[src/rtl/tone_burst_osc.sv]
// Event-triggered square-wave tone burst generator with fixed-priority preempt and retrigger.
// Optional per-period amplitude decay is built when TONE_DECAY_EN is defined.
module tone_burst_osc #(
    parameter int                                  NUM_EVENTS      = 2,
    parameter int                                  HALF_PERIOD_W   = 20,
    parameter logic [NUM_EVENTS*HALF_PERIOD_W-1:0] HALF_PERIODS    = {20'd31_250, 20'd56_818},
    parameter logic [31:0]                         DURATION_CYCLES = 32'd5_000_000,
    parameter logic [31:0]                         AMPLITUDE       = 32'd100_000_000,
    parameter int                                  DECAY_SHIFT     = 4
) (
    input  logic                  CLOCK_50,
    input  logic                  reset,
    input  logic [NUM_EVENTS-1:0] trigger,
    input  logic                  mute,
    output logic signed [31:0]    out,
    output logic                  busy,
    output logic [NUM_EVENTS-1:0] active
);

    localparam int          SEL_W       = (NUM_EVENTS > 1) ? $clog2(NUM_EVENTS) : 1;
    localparam logic [31:0] REMAIN_INIT = (DURATION_CYCLES == 32'd0) ? 32'd0 : DURATION_CYCLES - 32'd1;

    typedef enum logic {IDLE, PLAY} state_t;
    state_t state, state_nxt;

    logic [NUM_EVENTS-1:0]    trig_q, rise;
    logic [SEL_W-1:0]         sel, win;
    logic                     any_rise, load, retrig, wrap;
    logic [HALF_PERIOD_W-1:0] half, half_ld, count;
    logic                     phase;
    logic [31:0]              remain, amp;

    assign rise     = trigger & ~trig_q;
    assign any_rise = |rise;

    // Lowest index wins among simultaneous rises.
    always_comb begin
        win = '0;
        for (int i = NUM_EVENTS - 1; i >= 0; i--)
            if (rise[i]) win = SEL_W'(i);
    end

    always_comb begin
        half_ld = HALF_PERIODS[int'(win)*HALF_PERIOD_W +: HALF_PERIOD_W];
        if (half_ld == '0) half_ld = HALF_PERIOD_W'(1);
    end

    assign load   = any_rise && (state == IDLE || win < sel);
    assign retrig = (state == PLAY) && !load && rise[sel];
    assign wrap   = (count == half - 1'b1);

    always_ff @(posedge CLOCK_50 or posedge reset) begin
        if (reset) state <= IDLE;
        else       state <= state_nxt;
    end

    // A reload on the expiry edge keeps the burst alive.
    always_comb begin
        state_nxt = state;
        case (state)
            IDLE: if (any_rise) state_nxt = PLAY;
            PLAY: if (!load && !retrig && remain == 32'd0) state_nxt = IDLE;
            default: state_nxt = IDLE;
        endcase
    end

    always_ff @(posedge CLOCK_50 or posedge reset) begin
        if (reset) begin
            trig_q <= '0;
            sel    <= '0;
            half   <= '0;
            count  <= '0;
            phase  <= 1'b0;
            remain <= '0;
        end else begin
            trig_q <= trigger;
            if (load) begin
                sel    <= win;
                half   <= half_ld;
                count  <= '0;
                phase  <= 1'b1;
                remain <= REMAIN_INIT;
            end else if (state == PLAY) begin
                if (wrap) begin
                    count <= '0;
                    phase <= ~phase;
                end else begin
                    count <= count + 1'b1;
                end
                if (retrig)                remain <= REMAIN_INIT;
                else if (remain != 32'd0)  remain <= remain - 32'd1;
            end
        end
    end

`ifdef TONE_DECAY_EN
    // amp - (amp >> s) never goes below zero, so no explicit floor is needed.
    always_ff @(posedge CLOCK_50 or posedge reset) begin
        if (reset)                              amp <= AMPLITUDE;
        else if (load || retrig)                amp <= AMPLITUDE;
        else if (state == PLAY && wrap && !phase) amp <= amp - (amp >> DECAY_SHIFT);
    end
`else
    logic unused_decay_shift;
    assign unused_decay_shift = (DECAY_SHIFT != 0);
    assign amp = AMPLITUDE;
`endif

    always_comb begin
        busy = (state == PLAY);
        for (int i = 0; i < NUM_EVENTS; i++)
            active[i] = busy && (sel == SEL_W'(i));
        if (busy && !mute) out = phase ? $signed(amp) : -$signed(amp);
        else               out = '0;
    end

endmodule

[config.mk]
export PLATFORM = sky130hd
export DESIGN_NAME = tone_burst_osc
export DESIGN_NICKNAME = d
export VERILOG_FILES = /design/src/rtl/tone_burst_osc.sv
export SDC_FILE = /design/constraint.sdc
export NUM_CORES = 1
export LEC_CHECK = 0
export ABC_AREA = 1
export CAP_MARGIN = 20
export CORE_MARGIN = 4
export CORE_UTILIZATION = 53
export DETAILED_ROUTE_END_ITERATION = 16
export PLACE_DENSITY_LB_ADDON = 0.2
export SYNTH_ARGS = -nofsm -noshare
export SYNTH_HDL_FRONTEND = slang
export SYNTH_SLANG_ARGS = --single-unit
[constraint.sdc]
create_clock -name CLOCK_50 -period 1.97 [get_ports CLOCK_50]
set_input_delay 0.394 -clock CLOCK_50 [delete_from_list [all_inputs] [get_ports CLOCK_50]]
set_output_delay 0.394 -clock CLOCK_50 [all_outputs]
set_load 0.02 [all_outputs]
==> results of run 1 <==
-- worst reg2reg max path: cells and delay by family (launching register included) --
kind / cells / cell delay [ns]
adder cells (fa/ha/maj): 1 / 0.16
flip-flops: 1 / 0.40
AO/OA/AOI/OAI: 2 / 0.25
AND/OR/NAND/NOR: 7 / 0.60
buffers and inverters: 5 / 0.50
-- power by group through the flow --
| stage | sequential (mW) | combinational, mW | clock [mW] |
|---|---|---|---|
| after floorplan | 1.48 | 0.692 | 0 |
| after global placement | 1.51 | 0.857 | 0 |
| after detailed placement | 1.52 | 0.877 | 0 |
| after CTS | 1.50 | 0.874 | 0.989 |
| after global routing | 1.52 | 0.958 | 1.05 |
| final | 1.50 | 0.847 | 0.963 |
-- flip-flops by register name, indices dropped and copies added (netlist names) --
register	cells
phase	1
busy	1
count	20
half	3
trig_q	2
remain	32
-- cells in the mapped netlist (4+ instances only) --
library cell and instances:
nand2_1 160, nor3_1 19, ha_1 6, buf_2 9, o21ai_0 24, inv_1 64
nand2_2 6, xor2_1 30, xnor2_1 4, nand3_1 35, dfrtp_1 59, nor2_1 92
o21ai_2 15, buf_4 33, a21oi_1 21, nand3_2 7, nand4_1 13
-- routing by layer --
layer	track usage, %	up-vias	wire length (um)
met1	28.35	1951	4547
met5	0	-	0
met3	4.388	18	460
li1	-	2056	-
met2	40.34	96	5601
met4	8.824	0	198
-- per-stage QoR --
| step | std cells | setup TNS [ns] | hold slack, ns |
|---|---|---|---|
| after detailed placement | 767 | -20.58 | 0.5371 |
| after global placement | 767 | -15.70 | 0.5262 |
| final | 786 | -0.7684 | 0.4212 |
| after floorplan | 633 | -0.05521 | 0.4254 |
| after CTS | 786 | -1.139 | 0.4324 |
| after global routing | 786 | -3.503 | 0.4526 |
-- worst max path at each step --
stage | end | slack, ns
after floorplan | out[14] | -0.006
after global placement | out[18] | -0.29
after detailed placement | remain[9] | -0.36
after CTS | count[8] | -0.08
after global routing | count[10] | -0.19
final | count[10] | -0.06
-- cell families (layout without fill, tap and decap cells) --
family                   after synthesis  in the layout  synth area share, %
AO/OA/AOI/OAI                         67             67                9.539
flip-flops                            59             59                33.60
adder cells (fa/ha/maj)                6              6                1.708
XOR/XNOR                              34             34                6.777
AND/OR/NAND/NOR                      345            345                34.91
other                                  1              8              0.08534
buffers and inverters                114            165                13.38
-- area by class of cell --
| cell class | instances | area (um^2) | share of cell area, % |
|---|---|---|---|
| Clock buffer | 10 | 137.6 | 2.649 |
| Inverter | 67 | 256.5 | 4.937 |
| Sequential cell | 59 | 1476 | 28.42 |
| Tap cell | 102 | 127.6 | 2.457 |
| Timing Repair Buffer | 83 | 666.9 | 12.84 |
| Multi-Input combinational cell | 460 | 2500 | 48.12 |
| Clock inverter | 5 | 30.03 | 0.5780 |
-- repair_timing --
item                       CTS  global route
hold buffers                 0             0
resized for setup           63            61
pin swaps                    6             9
setup buffers                3             1
setup endpoints to repair   45            73
gates cloned                 1             1
==> flow_summary.toml, run 1 <==
[layout]
drive_gt1_share_pct = 24.71
diodes = 0
design_area_um2 = 5195
finalNetCount = 691
fin_util_pct = 65.86
mostFrequentLayoutCells = "153 x nand2_1, 85 x nor2_1, 60 x inv_1"
area_growth_syn_to_layout_pct = 18.22
final_common_cell = "nand2_1"
fill_cells = 694

[setup_path]
cpLargestDelayFamily = "simple AND/OR/NAND/NOR gates"
critPathLaunch = "half[15]"
cp.depth = 15
crit_fanout = 7
cpPeakStageDelay_ns = 0.40
path_buf_inv = 5
cp_cell_sequence = "inv_2 -> buf_6 -> ha_4 -> nand2_2 -> inv_1 -> nor2_1 -> nand2_1 -> nor2_1 -> nand2_1 -> nor2_2 -> nand3_2 -> o21bai_4 -> buf_12 -> buf_12 -> a21oi_2"
arrival_ns = 2.26
path_class = "reg -> reg"
rr_startpoint = "half[15]"
startpoint_type = "flip-flop"
r2r-end = "count[10]"
rrSetupSlack_ns = -0.06
setup.worst_path.end_class = "flip-flop"
crit_slowest_cell = "dfrtp_1"
cp.required_ns = 2.20
reg2reg_depth = 15

[timing]
rsz0062_at_grt = "yes"
clock_skew_ns = 0.008003
min_period_ns = 2.034
drv_slew = 0
finalCritPeriodShare_pct = 103.3
final-hold-violation-count = 0
setup_viol = 15
max_freq_mhz = 491.5
setup_slack_ns = -0.06439

[grt]
grt_max_degree = 60
grt_remaining_overflow = 0
grt_antenna_before_repair = 0
grt_pass1_wl_um = 18520
grt_pass1_vias = 4041
gr-usage-all-layers_pct = 23.19

[clock_network]
clk_pin_slew_ns = 0.07
clock_latency_ns = 0.34
cts_root_buf = "clkbuf_8"
clock-sinks = 59
clock_path_buffers = 2
cts_buffers = 9
tritoncts = "yes"
ctsHtreeMaxLevel = 3

[detailed_routing]
vias = 4121
vias_per_cell = 5.243
wl_um = 10810
wire_per_inst_um = 13.75
ant_nets = 0
dr.pass1.iters = 4
drtIter0Drc = 205
post-route-drc-count = 0

[synth]
synth.avg_cell_area_um2 = 7.020
synth-seq-cells = 59
async_reset_ff_share_pct = 100.0
synth_top_area_share_pct = 33.60
yosysWarnings = 0
synth_edf_count = 0
syn_area_um2 = 4394
ys_top_cells_by_area = "dfrtp_1 34%, nand2_1 14%, nor2_1 7.9%"
synth_top_area_cell = "dfrtp_1"
syn-instance-count = 626
synth_cell_types = 38
synth_seq_area_share_pct = 33.60
yosys_most_used_dff = "dfrtp_1"

[placement]
pre_cts_slack_ns = -0.3645
portBuffers = 31
dp_hpwl_um = 7957
placedInstanceArea_um2 = 4945
place.gp.congestion = 1.009

[die]
die_area_um2 = 9812
start_util_pct = 55.71
die_w_um = 99.06
rows = 32
core_um2 = 7888
die_h_um = 99.06
io_pins = 40

[power_and_ir_drop]
power_frac_comb_pct = 25.6
switching_share_pct = 34.73
p_leak_nw = 2.379
p_int_mw = 2.159
pwr-share-clk_pct = 29.1
irDropWorstVdd_v = 0.0004734
seq_power_share_pct = 45.3
power_mw = 3.308
switchingPower_mw = 1.149
powerDensity_nw_per_um2 = 636.8

[outcome]
violations = "negative setup slack"
status = "finished, violations left"

[worst_hold_path]
holdCritPathClass = "in -> async"

[run]
drv_cap = 0
(Power assumes the default switching activity.)
==> run 2, diff against run 1 <==
Settings changed: PLACE_DENSITY set to 0.77, PLACE_DENSITY_LB_ADDON 0.2 to not set.
==> run 2 against run 1 <==
  * The flow now finishes without violations
  * Sequential power about the same
  * First-iteration DRC count rose by 22%
  * Register-to-register slack improved by 0.096 ns
  * Cell count rose by 0.38%
  * Clock-buffer cell count up 1
  * Highest routed layer unchanged
  * Clock skew rose by 0.0042 ns
  * Global-route usage down 0.35 points
  * Largest power group unchanged
  * Clock power is 6% higher
  * Setup slack better by 0.096 ns
  * Via count grew 3.1%
  * Core utilization grew 1.2 points
==> flow_summary.toml, run 2 (synthesized netlist as in run 1, its figures left out) <==
[grt]
gr-usage-all-layers_pct = 22.83
grt_max_degree = 28
top_usage_layer = "met2"
globalRouteMet2Util_pct = 39.31
grt_antenna_before_repair = 0
grt_pass1_vias = 4027
grt_remaining_overflow = 0
use_met1_pct = 27.21
grt_pass1_wl_um = 18390
use_met3_pct = 4.812

[timing]
drv_slew = 0
final-hold-violation-count = 0
min_period_ns = 1.938
rsz0062_at_grt = "yes"
fin_setup_tns_ns = 0
clock_skew_ns = 0.01219
max_freq_mhz = 515.9
finalCritPeriodShare_pct = 98.39
setup_viol = 0
setup_slack_ns = 0.03181

[layout]
layoutNonFillerInstCount = 789
final_common_cell = "nand2_1"
finalNetCount = 694
mostFrequentLayoutCells = "152 x nand2_1, 82 x nor2_1, 58 x dfrtp_1"
design_area_um2 = 5293
largest_reg_flops = 32
area_growth_syn_to_layout_pct = 20.44
diodes = 0
reg.largest.list = "remain (32), count (20), half (3)"
drive_gt1_share_pct = 25.04
largest_register = "remain"

[detailed_routing]
vias = 4250
wire_per_inst_um = 14.53
dr.pass1.iters = 5
drtIter0Drc = 251
wl_um = 11460
vias_per_cell = 5.387
post-route-drc-count = 0
ant_nets = 0

[setup_path]
cpLargestDelayFamily = "simple AND/OR/NAND/NOR gates"
path_common_cell = "nand2_1"
cp.required_ns = 2.20
cpPeakStageDelay_ns = 0.40
arrival_ns = 2.17
setup.worst_path.end_class = "flip-flop"
startpoint_type = "flip-flop"
crit_slowest_cell = "dfrtp_1"
path_class = "reg -> reg"
crit_fanout = 9
path_buf_inv = 4
cp_cell_sequence = "inv_2 -> buf_6 -> buf_4 -> nand3_2 -> nand2_2 -> nand2_1 -> nand2_1 -> nand2_1 -> nor2_1 -> nand2_1 -> o21bai_4 -> buf_6 -> a21oi_1"

[power_and_ir_drop]
switching_share_pct = 35.09
switchingPower_mw = 1.207
p_leak_nw = 2.421
powerDensity_nw_per_um2 = 650.1
irDropWorstVdd_v = 0.0004158
power_frac_comb_pct = 26.5
seq_power_share_pct = 43.9
power_mw = 3.441
p_int_mw = 2.234
pwr-share-clk_pct = 29.6

[placement]
place_inst = 770
placedInstanceArea_um2 = 4980
place.gp.congestion = 0.9161
dp_hpwl_um = 8306
portBuffers = 31
pre_cts_slack_ns = -0.3728

[die]
die_area_um2 = 9812
start_util_pct = 55.71
die_h_um = 99.06
core_um2 = 7888
rows = 32
die_w_um = 99.06
io_pins = 40

[clock_network]
clk_pin_slew_ns = 0.07
ctsHtreeMaxLevel = 3
tritoncts = "yes"
clock_path_buffers = 2
cts_buffers = 9
clock-sinks = 59
clock_latency_ns = 0.35
cts_root_buf = "clkbuf_8"
ctsHoldBuffers = 0

[run]
drv_cap = 0

[worst_hold_path]
holdCritPathClass = "in -> async"

[outcome]
status = "finished clean"
-- run 2: changes by cell type in the layout (fill, tap and decap cells not counted), moves of 3 or more --
cell,previous run,this run
clkdlybuf4s15_2,0,11
a21oi_1,9,17
a21oi_2,12,4
buf_2,7,0
buf_6,1,7
clkbuf_2,17,12
inv_2,5,9
inv_1,60,57
nor2_1,85,82
-- run 2: final timing paths --
path,start,endpoint,slack (ns),depth (start not counted)
max in group asynchronous,reset,remain[22],1.19,3
min reg2reg,phase,phase,0.55,2
max reg2reg,half[14],count[12],0.03,13
min in group CLOCK_50,trigger[0],trig_q[0],0.52,1
min,reset,count[11],0.32,2
max,half[14],count[12],0.03,13
-- run 2: worst reg2reg max path: stages (launching register included) --
cell and delay (ns):
dfrtp_1 0.40, inv_2 0.09, buf_6 0.13, buf_4 0.12, nand3_2 0.10, nand2_2 0.11
nand2_1 0.05, nand2_1 0.07, nand2_1 0.07, nor2_1 0.10, nand2_1 0.09, o21bai_4 0.22
buf_6 0.17, a21oi_1 0.08
-- run 2: final cells by class --
type	instances	area (um^2)
fill	630	2595
multi-input combinational	460	2490
sequential	59	1478
timing repair buffer	86	765.7
inverter	67	254.0
clock buffer	11	151.4
tap	102	127.6
clock inverter	4	26.28
-- run 2: routing by layer --
metal | up-vias | part of all wire (%)
li1 | 2058 | -
met1 | 1992 | 40
met2 | 151 | 51
met3 | 49 | 5.0
met4 | 0 | 4.0
met5 | - | 0
-- run 2: per-stage QoR --
step	utilization, %	hold slack (ns)
after floorplan	-	0.4254
after CTS	65.55	0.3195
final	67.10	0.3155
after global routing	67.10	0.3383
after detailed placement	63.13	0.5418
after global placement	63.13	0.5221
-- run 2: power by group through the flow --
stage | combinational (mW) | sequential, mW | clock (mW)
2_1_floorplan | 0.692 | 1.48 | 0
3_3_place_gp | 0.864 | 1.51 | 0
3_5_place_dp | 0.895 | 1.52 | 0
4_1_cts | 0.855 | 1.50 | 1.03
5_1_grt | 1.02 | 1.53 | 1.10
6_report | 0.913 | 1.51 | 1.02
-- run 2: what timing repair did --
action | in CTS | in global routing
buffers inserted | 0 | 4
setup endpoints to repair | 45 | 78
pin swaps | 1 | 7
gates resized for setup | 51 | 69
